**config.mk**
```make
export PLATFORM = sky130hd
export DESIGN_NAME = lsu_dmem_ctrl
export DESIGN_NICKNAME = d
export VERILOG_FILES = /design/src/rtl/lsu_dmem_ctrl.sv
export SDC_FILE = /design/constraint.sdc
export NUM_CORES = 1
export LEC_CHECK = 0
export ABC_CLOCK_PERIOD_IN_PS = 3800
export BUFFER_PORTS_ARGS = -buffer_cell sky130_fd_sc_hd__buf_2
export CORE_AREA = 2 2 97 99
export CTS_CLUSTER_SIZE = 40
export DETAILED_ROUTE_END_ITERATION = 10
export DIE_AREA = 0 0 99 101
export PLACE_DENSITY = 0.93
export SLEW_MARGIN = 20
export SYNTH_ARGS = -nofsm -noshare
export SYNTH_HDL_FRONTEND = slang
export SYNTH_SLANG_ARGS = --single-unit
```
**constraint.sdc**
```tcl
create_clock -name clock -period 3.8 [get_ports clock]
set_input_delay 0.57 -clock clock [delete_from_list [all_inputs] [get_ports clock]]
set_output_delay 0.57 -clock clock [all_outputs]
set_load 0.03 [all_outputs]
```
**src/rtl/lsu_dmem_ctrl.sv**
```systemverilog
// Load/store unit between the core datapath and a word-addressed data memory.
// Turns a RISC-V style load/store into a byte-enabled memory request. Loads are
// extracted and extended from the returned word. The core is stalled until the
// access completes. Misaligned or illegal accesses and memory timeouts are flagged.
module lsu_dmem_ctrl #(
  parameter int unsigned ADDR_WIDTH     = 8,
  parameter int unsigned TIMEOUT_CYCLES = 15
) (
  input  logic                  clock,
  input  logic                  reset,
  // core side
  input  logic                  req_valid,
  input  logic                  req_we,
  input  logic [2:0]            req_funct3,
  input  logic [31:0]           req_addr,
  input  logic [31:0]           req_wdata,
  output logic                  stall,
  output logic                  resp_valid,
  output logic [31:0]           resp_rdata,
  output logic                  err_align,
  output logic                  err_bus,
  // memory side
  output logic                  mem_req,
  output logic                  mem_we,
  output logic [ADDR_WIDTH-1:0] mem_addr,
  output logic [3:0]            mem_be,
  output logic [31:0]           mem_wdata,
  input  logic                  mem_ready,
  input  logic [31:0]           mem_rdata
);

  localparam int unsigned CntWidth = $clog2(TIMEOUT_CYCLES + 1);
  localparam logic [CntWidth-1:0] CntLast = CntWidth'(TIMEOUT_CYCLES - 1);

  typedef enum logic [1:0] {
    StIdle,
    StBusy,
    StResp
  } state_t;

  state_t              state;
  logic                we_q;
  logic [2:0]          funct3_q;
  logic [31:0]         addr_q;
  logic [31:0]         wdata_q;
  logic [CntWidth-1:0] cnt;

  logic                legal;
  logic [3:0]          be_calc;
  logic [31:0]         wdata_calc;
  logic [31:0]         load_data;
  logic [7:0]          load_byte;
  logic [15:0]         load_half;

  // Upper address bits beyond the memory's word range are intentionally ignored.
  logic unused_addr;
  assign unused_addr = ^addr_q[31:ADDR_WIDTH+2];

  // Decide whether the incoming request is a legal, naturally aligned access.
  always_comb begin
    legal = 1'b0;
    case (req_funct3)
      3'b000:  legal = 1'b1;
      3'b001:  legal = ~req_addr[0];
      3'b010:  legal = (req_addr[1:0] == 2'b00);
      3'b100:  legal = ~req_we;
      3'b101:  legal = ~req_we & ~req_addr[0];
      default: legal = 1'b0;
    endcase
  end

  // Byte enables and lane-replicated store data from the captured request.
  always_comb begin
    be_calc    = 4'b1111;
    wdata_calc = wdata_q;
    case (funct3_q[1:0])
      2'b00: begin
        be_calc    = 4'b0001 << addr_q[1:0];
        wdata_calc = {4{wdata_q[7:0]}};
      end
      2'b01: begin
        be_calc    = 4'b0011 << addr_q[1:0];
        wdata_calc = {2{wdata_q[15:0]}};
      end
      default: begin
        be_calc    = 4'b1111;
        wdata_calc = wdata_q;
      end
    endcase
  end

  // Select the addressed lane of the returned word and extend it.
  always_comb begin
    load_byte = mem_rdata[8*addr_q[1:0] +: 8];
    load_half = addr_q[1] ? mem_rdata[31:16] : mem_rdata[15:0];
    case (funct3_q[1:0])
      2'b00:   load_data = funct3_q[2] ? {24'd0, load_byte}
                                       : {{24{load_byte[7]}}, load_byte};
      2'b01:   load_data = funct3_q[2] ? {16'd0, load_half}
                                       : {{16{load_half[15]}}, load_half};
      default: load_data = mem_rdata;
    endcase
  end

  // Memory-side outputs are only active while an access is in flight.
  always_comb begin
    mem_req   = (state == StBusy);
    mem_we    = (state == StBusy) & we_q;
    mem_be    = (state == StBusy) ? be_calc : 4'b0000;
    mem_addr  = addr_q[ADDR_WIDTH+1:2];
    mem_wdata = wdata_calc;
  end

  // Core-side handshake: stall from request accept until the response cycle.
  always_comb begin
    stall      = ((state == StIdle) & req_valid) | (state == StBusy);
    resp_valid = (state == StResp);
  end

  // Main control FSM: capture, wait for memory or timeout, one-cycle response.
  always_ff @(posedge clock or posedge reset) begin
    if (reset) begin
      state      <= StIdle;
      we_q       <= 1'b0;
      funct3_q   <= 3'b000;
      addr_q     <= 32'd0;
      wdata_q    <= 32'd0;
      cnt        <= '0;
      resp_rdata <= 32'd0;
      err_align  <= 1'b0;
      err_bus    <= 1'b0;
    end else begin
      unique case (state)
        StIdle: begin
          if (req_valid) begin
            we_q     <= req_we;
            funct3_q <= req_funct3;
            addr_q   <= req_addr;
            wdata_q  <= req_wdata;
            if (legal) begin
              state <= StBusy;
            end else begin
              state     <= StResp;
              err_align <= 1'b1;
              if (!req_we) resp_rdata <= 32'd0;
            end
          end
        end
        StBusy: begin
          if (mem_ready) begin
            state <= StResp;
            if (!we_q) resp_rdata <= load_data;
          end else if (cnt == CntLast) begin
            // Memory never answered: give up and report a bus error.
            state   <= StResp;
            err_bus <= 1'b1;
            if (!we_q) resp_rdata <= 32'd0;
          end else begin
            cnt <= cnt + 1'b1;
          end
        end
        StResp: begin
          state     <= StIdle;
          cnt       <= '0;
          err_align <= 1'b0;
          err_bus   <= 1'b0;
        end
        default: state <= StIdle;
      endcase
    end
  end

endmodule
```
After elaboration in Yosys (flattened, before gate mapping)
Index checks and enable logic that the tools add are counted.
Word-level totals
  register bits: 86
  latch bits: 0
  RAM bits: 0
  bits in read-only memories: 0
  input bits: 104
  word-level logic and storage cells: 78
  memories kept: 0
Cells by class
  add/sub/neg operators: 1
  $mul: 0
  divide/modulo/power cells: 0
  magnitude comparators: 0
  equality and inequality tests: 16
  shift-type cells: 3
  mux-type cells: 30
  bitwise logic cells: 6
  reductions and logical operators: 13
Operators by type and width (number)
  32-bit two-way mux: 9
  32-bit case mux with 2 select lines: 3
  32-bit by 6-bit indexed part select with 8-bit output: 1
  16-bit two-way mux: 1
  4-bit case mux with 2 select lines: 2
  4-bit two-way mux: 3
  2-bit != test (second input constant): 6
  3-bit AND reduction: 3
  2-bit two-way mux: 4
  3-bit == test (second input constant): 2
  2-bit logical NOT: 3
  6-bit AND reduction: 1
  2-bit nonzero test: 3
  1-bit case mux with 5 select lines: 1
  4-bit by 1-bit adder with 4-bit output (second input constant): 1
  2-bit by 1-bit == test with 1-bit output (second input constant): 2
  4-bit == test (second input constant): 1
  1-bit two-way mux: 4
  1-bit case mux with 2 select lines: 2
  2-bit case mux with 2 select lines: 1
  2-bit AND reduction: 2
  1-bit by 2-bit << shifter with 4-bit output (first input constant): 1
  2-bit by 2-bit << shifter with 4-bit output (first input constant): 1
  1-bit bitwise AND: 3
  8 further kinds: 9

Depth between registers and ports, before layout
Gate-level depths: netlist of the first run.
  depth in word-level cells: 6
  gate-level depth with buffers: 8

Worst setup path before layout of the first run
No wires, ideal clock.
  path kind: reg2out
  from: reg state[1]
  to: out mem_be[0]
  arrival: 1672 ps
  path slack: 1558 ps
  cell stages (with the launch flop): 6
  path buffers: 1
  cell sequence: dfrtp_1 -> inv_1 -> ha_1 -> clkbuf_1 -> inv_1 -> a21oi_1
Between the ends
  word-level cells in the longest chain between the ends: 2
Ends and longest elaborated chain
  start, declared: RTL line 41  | state_t state;
  start signal, assigned: RTL line 123  | state <= StIdle;
  start signal, assigned: RTL line 141  | state <= StBusy;
  start signal, assigned: RTL line 143  | state <= StResp;
  2-bit by 1-bit == test with 1-bit output
  via mem_req: RTL line 23  | output logic mem_req,
  4-bit two-way mux: RTL line 109  | mem_be = (state == StBusy) ? be_calc : 4'b0000;
  end, declared: RTL line 26  | output logic [3:0] mem_be,
The timed path passes the listed nets, and every way through them passes these cells.

Worst setup path in the final report of the first run
  from: reg addr_q[1]
  to: out mem_be[2]
Between the ends
  word-level cells in the longest chain between the ends: 3
Ends and longest elaborated chain
  start, declared: RTL line 44  | logic [31:0] addr_q;
  start signal, assigned: RTL line 138  | addr_q <= req_addr;
  2-bit by 2-bit << shifter with 4-bit output or 1-bit by 2-bit << shifter with 4-bit output (tied branches): RTL line 82, 78
  4-bit case mux with 2 select lines (*): RTL line 76  | case (funct3_q[1:0])
  4-bit two-way mux (*): RTL line 109
Mark *: on every way between the ends. The rest lies on a longest branch, timed or not.

==> impl_metrics.json, run 1 <==
{
  "antennaDiodeCount": 0,
  "clk_pin_slew_ns": 0.09,
  "fin_util_pct": 60.9,
  "grt_start_max_net_pins": 69,
  "hold_violations": 0,
  "overflow": 0,
  "async_flop_share_pct": 100,
  "ys_seq_area_share_pct": 47.6,
  "cts_made_buffers": 9,
  "dieArea_um2": 10000,
  "timing.fmax_mhz": 357,
  "powerDensity_nw_per_um2": 910,
  "setup_viol": 0,
  "core_um2": 8980,
  "grt_pass1_wl_mm": 18.6,
  "routed_wl_mm": 11.9,
  "relSlewSlack_pct": 30.3,
  "synth_top_flop_cell": "dfrtp_1",
  "syn_to_final_growth_pct": 21.0,
  "skew_ns": 0.0123,
  "drtIter0Drc": 251,
  "fill_cells": 713,
  "die_w_um": 99,
  "drive_gt1_share_pct": 52.7,
  "syn_inst": 376,
  "total_power_w": 0.00498,
  "layout_commonest_cell": "buf_2",
  "cts_root_buf": "clkbuf_8",
  "die_height_um": 101,
  "min_period_ns": 2.80,
  "num_rows": 35,
  "clockBufferDepth": 2,
  "post_cts_buffers": 0,
  "cts_tree": "done",
  "status": "finished, final reports clean",
  "clock-sinks": 86,
  "drt_first_pass_iters": 10,
  "mostFrequentLayoutCells": "163 x buf_2, 85 x dfrtp_1, 70 x mux2_2, 23 x a22o_1, 20 x o21ai_0",
  "synth-seq-cells": 86,
  "synth_area_um2": 4520,
  "cp.required_ns": 3.23,
  "htreeDepth": 3,
  "ctsHoldBuffers": 0,
  "finalCritPeriodShare_pct": 73.7,
  "gr-usage-all-layers_pct": 23.4,
  "post-dp-hpwl_mm": 8.69,
  "synth_edf_count": 0,
  "synth_cell_type_count": 41,
  "vias_per_cell": 5.93,
  "crit_path_end_kind": "output port",
  "cp.arrival_ns": 2.23,
  "clk-insertion-delay-late_ns": 0.35,
  "ioPinCount": 186,
  "maxSlewViolCount": 0,
  "io_buffer_count": 163,
  "p_leak_nw": 2.73,
  "antenna_found_initial": 0,
  "tns_ns": 0,
  "start_util_pct": 50.3,
  "max_cap_violations": 0,
  "rsz0062_at_grt": "no",
  "tightest_slew_ns": 1.04,
  "peakVddDrop_mv": 0.589,
  "detail-route-antenna-nets": 0,
  "synth_warnings": 0,
  "worstSetupPathType": "reg2out",
  "dr_total_vias": 3705,
  "drc_errors": 0,
  "grt_pass1_vias": 3608,
  "gp_congestion": 1.01,
  "synth.net_count": 485,
  "min_path_type": "in2async",
  "layout.nets": 618,
  "avgRoutedWirePerCell_um": 19.0,
  "setup.worst_path.start_class": "register",
  "crit_fanout": 16,
  "synth.avg_cell_area_um2": 12.0,
  "postCtsResizedCells": 0
}
-- through the flow --
stage	instance area [µm²]	instances	setup WS, ns	hold WS, ns
after CTS	5470	625	1.00	0.292
after floorplan	4520	376	1.01	0.466
final	5470	625	1.00	0.277
after detailed placement	5260	609	1.30	0.469
after global placement	5260	609	1.35	0.472
after global routing	5470	625	0.838	0.313
-- critical path, cell delays in order (launching register included) --
cell and delay [ns]:
dfrtp_1 0.76, clkinv_1 0.48, nand3_1 0.18, o21ai_0 0.10, o21a_1 0.19, buf_2 0.18
-- metal layers --
layer | track usage (%) | up-vias | share of wire, %
li1 | - | 1664 | -
met1 | 30.1 | 1803 | 40
met2 | 39.4 | 219 | 49
met3 | 5.34 | 19 | 9.6
met4 | 7.69 | 0 | 1.4
met5 | 0 | - | 0
-- cells by family (layout without fill, tap and decap cells) --
family | after synthesis | in the layout | synth area share, %
compound gates | 110 | 110 | 20.2
fa+ha+maj | 5 | 5 | 1.38
buf+inv | 55 | 193 | 6.51
flops | 86 | 86 | 47.6
mux | 79 | 79 | 19.7
simple gates | 41 | 41 | 4.57
-- where the power goes --
part	internal, W	switching, W
clock network	0.000327	0.000341
logic	0.00106	0.00175
registers	0.00123	0.000270
-- final timing paths --
kind	startpoint	to	slack (ns)	depth (start not counted)
worst min register to register	resp_rdata[8]	resp_rdata[8]	0.49	1
worst max-delay path	addr_q[1]	mem_be[2]	1.00	5
worst min-delay path	reset	err_bus	0.28	2
worst max register to register	addr_q[1]	resp_rdata[20]	1.34	4
min in group clock	req_wdata[3]	wdata_q[3]	0.44	2
max in group asynchronous	reset	resp_rdata[7]	2.82	3
-- synth_stat cells, types with 5 or more instances --
cell type,number,share of area (%)
buf_1,6,0.50
o2bb2ai_1,9,1.7
o21ai_0,20,2.2
a222oi_1,7,1.6
nor2_1,6,0.50
mux2i_1,8,1.8
mux2_2,70,17
a21oi_1,7,0.78
nand2_1,15,1.2
a22o_1,23,4.5
o2bb2ai_2,8,2.7
inv_1,7,0.58
a221oi_1,9,1.7
clkbuf_1,12,1.0
dfrtp_1,86,48
a21o_1,16,2.7
buf_4,16,2.7
buf_2,10,1.1
ha_1,5,1.4
-- state kept, by name, summed over array words and instances, names as in the netlist --
name        flops
cnt             4
we_q            1
state           2
err_align       1
funct3_q        3
err_bus         1
addr_q         10
wdata_q        32
resp_rdata     32
-- cell type report --
class / instances / area (µm²) / area share (%)
clock buffer: 10 / 138 / 2.52
clock inverter: 6 / 68.8 / 1.26
inverter: 9 / 38.8 / 0.709
multi-input combinational: 235 / 2080 / 38.0
sequential: 86 / 2150 / 39.4
tap: 111 / 139 / 2.54
timing repair buffer: 168 / 853 / 15.6
(Power assumes the default switching activity.)
==> run 2: changes to the inputs <==
ABC_CLOCK_PERIOD_IN_PS = 2700   (was 3800)
CORE_AREA = 2 2 100 102   (was 2 2 97 99)
DIE_AREA = 0 0 102 104   (was 0 0 99 101)
PLACE_DENSITY = 0.89   (was 0.93)
clock period = 2.7 ns   (was 3.8 ns; I/O delays follow)
==> run 2 against run 1 <==
Net effect: critical path depth down 1; combinational power up 40%; utilization is 2.7 points lower; count of clock-buffer cells in the layout increased by 2; design area up 1.6%; clock skew down 0.0016 ns; first-iteration DRC count shrank 14%; sequential share of layout area shrank 0.59 points; via count is 1.8% lower; flip-flop and latch count did not move; largest power group unchanged; highest routed layer unchanged.
==> impl_metrics.json, run 2 (synthesis gave the netlist of run 1 again) <==
{
  "die_height_um": 104,
  "ioPinCount": 186,
  "syn_to_final_growth_pct": 22.9,
  "status": "finished, final reports clean",
  "die_w_um": 102,
  "design_area_um2": 5560,
  "drive_gt1_share_pct": 52.7,
  "mostFrequentLayoutCells": "163 x buf_2, 84 x dfrtp_1, 70 x mux2_2, 23 x a22o_1, 20 x o21ai_0",
  "cts_root_buf": "clkbuf_8",
  "dr_total_vias": 3639,
  "relSlewSlack_pct": 36.6,
  "swShare_pct": 46.2,
  "tightest_slew_ns": 0.950,
  "avgRoutedWirePerCell_um": 17.9,
  "ctsHoldBuffers": 0,
  "dieArea_um2": 10600,
  "skew_ns": 0.0107,
  "drt_first_pass_iters": 6,
  "overflow": 0,
  "io_buffer_count": 163,
  "routed_wl_mm": 11.7,
  "power_frac_clock_pct": 14.0,
  "clock-sinks": 86,
  "vias_per_cell": 5.59,
  "grt_pass1_vias": 3685,
  "hold_ws_ns": 0.216,
  "grt_start_max_net_pins": 52,
  "layout_commonest_cell": "buf_2",
  "p_sw_w": 0.00327,
  "htreeDepth": 3,
  "combinationalPowerShare_pct": 55.5,
  "cp.arrival_ns": 1.95,
  "rsz0062_at_grt": "no",
  "postCtsResizedCells": 0,
  "final_cell_count_no_fill": 651,
  "peakVddDrop_mv": 0.963,
  "maxSlewViolCount": 0,
  "p_seq_share_pct": 30.5,
  "drtIter0Drc": 216,
  "internal-power_w": 0.00381,
  "post-dp-hpwl_mm": 8.69,
  "setup_viol": 0,
  "clk-insertion-delay-late_ns": 0.35,
  "cts_tree": "done",
  "total_power_w": 0.00708,
  "core_um2": 9550,
  "powerDensity_nw_per_um2": 1270,
  "min_path_type": "in2async",
  "layout.nets": 622,
  "clk_pin_slew_ns": 0.09,
  "multi_input_area_um2": 2080,
  "detail-route-antenna-nets": 0,
  "dpl-instance-area_um2": 5340,
  "cts_made_buffers": 9,
  "setup.worst_path.start_class": "register",
  "timing.fmax_mhz": 424,
  "worstSetupPathType": "reg2out",
  "drc_errors": 0,
  "antenna_found_initial": 0,
  "largest_registers": "resp_rdata: 32 flops, wdata_q: 32 flops, addr_q: 10 flops",
  "antennaDiodeCount": 0,
  "ff_latch_area_um2": 2150,
  "grt_pass1_wl_mm": 18.3,
  "dp.cells": 635,
  "cp.required_ns": 2.30,
  "num_rows": 36,
  "clockBufferDepth": 2,
  "max_cap_violations": 0,
  "hold_violations": 0,
  "crit_path_end_kind": "output port",
  "slowest_stage": "dfrtp_1",
  "gp_congestion": 0.933,
  "finalCritPeriodShare_pct": 87.4,
  "tns_ns": 0,
  "gr-usage-all-layers_pct": 21.9,
  "post_cts_buffers": 0,
  "worstPathCellList": "nor2_1, buf_4, mux2_2, buf_2",
  "min_period_ns": 2.36,
  "max_stage_delay_ns": 0.54,
  "fill_cells": 810,
  "p_leak_nw": 2.77,
  "start_util_pct": 47.3,
  "crit_fanout": 12
}
## run 2: layer usage
layer | share of wire [%] | global-route usage [%] | vias up | routed length (µm)
li1 | - | - | 1664 | -
met1 | 41 | 27.7 | 1778 | 4790
met2 | 47 | 34.9 | 180 | 5510
met3 | 9.7 | 6.65 | 17 | 1130
met4 | 2.0 | 8.57 | 0 | 228
met5 | 0 | 0 | - | 0
## run 2: cell type report
| class | instances | area share (%) |
|---|---|---|
| Timing Repair Buffer | 172 | 16.4 |
| Inverter | 9 | 0.631 |
| Clock inverter | 4 | 1.26 |
| Tap cell | 133 | 3.00 |
| Sequential cell | 86 | 38.8 |
| Clock buffer | 12 | 2.61 |
| Multi-Input combinational cell | 235 | 37.4 |
## run 2: stage by stage
step           util (%)  setup slack [ns]
6_report           58.2             0.341
2_1_floorplan         -            0.0732
3_5_place_dp       55.9             0.381
4_1_cts            58.2            0.0974
3_3_place_gp       55.9             0.420
5_1_grt            58.2             0.189
## run 2: worst max-delay path, delay by kind of cell, from the launching register on
kind / cells / cell delay (ns)
flops: 1 / 0.54
buf+inv: 2 / 0.42
mux: 1 / 0.36
simple gates: 1 / 0.27
## run 2: path summary, 6_finish.rpt
kind / cells past startpoint / slack (ns) / to / startpoint
setup / recovery: 4 / 0.34 / mem_wdata[10] / funct3_q[0]
hold / removal: 2 / 0.22 / cnt[1] / reset
min in group clock: 2 / 0.28 / wdata_q[5] / req_wdata[5]
setup reg to reg: 4 / 0.49 / resp_rdata[22] / addr_q[1]
hold reg to reg: 1 / 0.49 / resp_rdata[9] / resp_rdata[9]
max in group asynchronous: 3 / 1.78 / funct3_q[1] / reset
## run 2: power groups by stage
stage / sequential (W) / combinational [W] / clock (W)
global route: 0.00223 / 0.00420 / 0.00107
global placement: 0.00213 / 0.00386 / 0
detailed placement: 0.00218 / 0.00394 / 0
CTS: 0.00215 / 0.00395 / 0.00102
floorplan: 0.00212 / 0.00311 / 0
finish: 0.00216 / 0.00393 / 0.000993
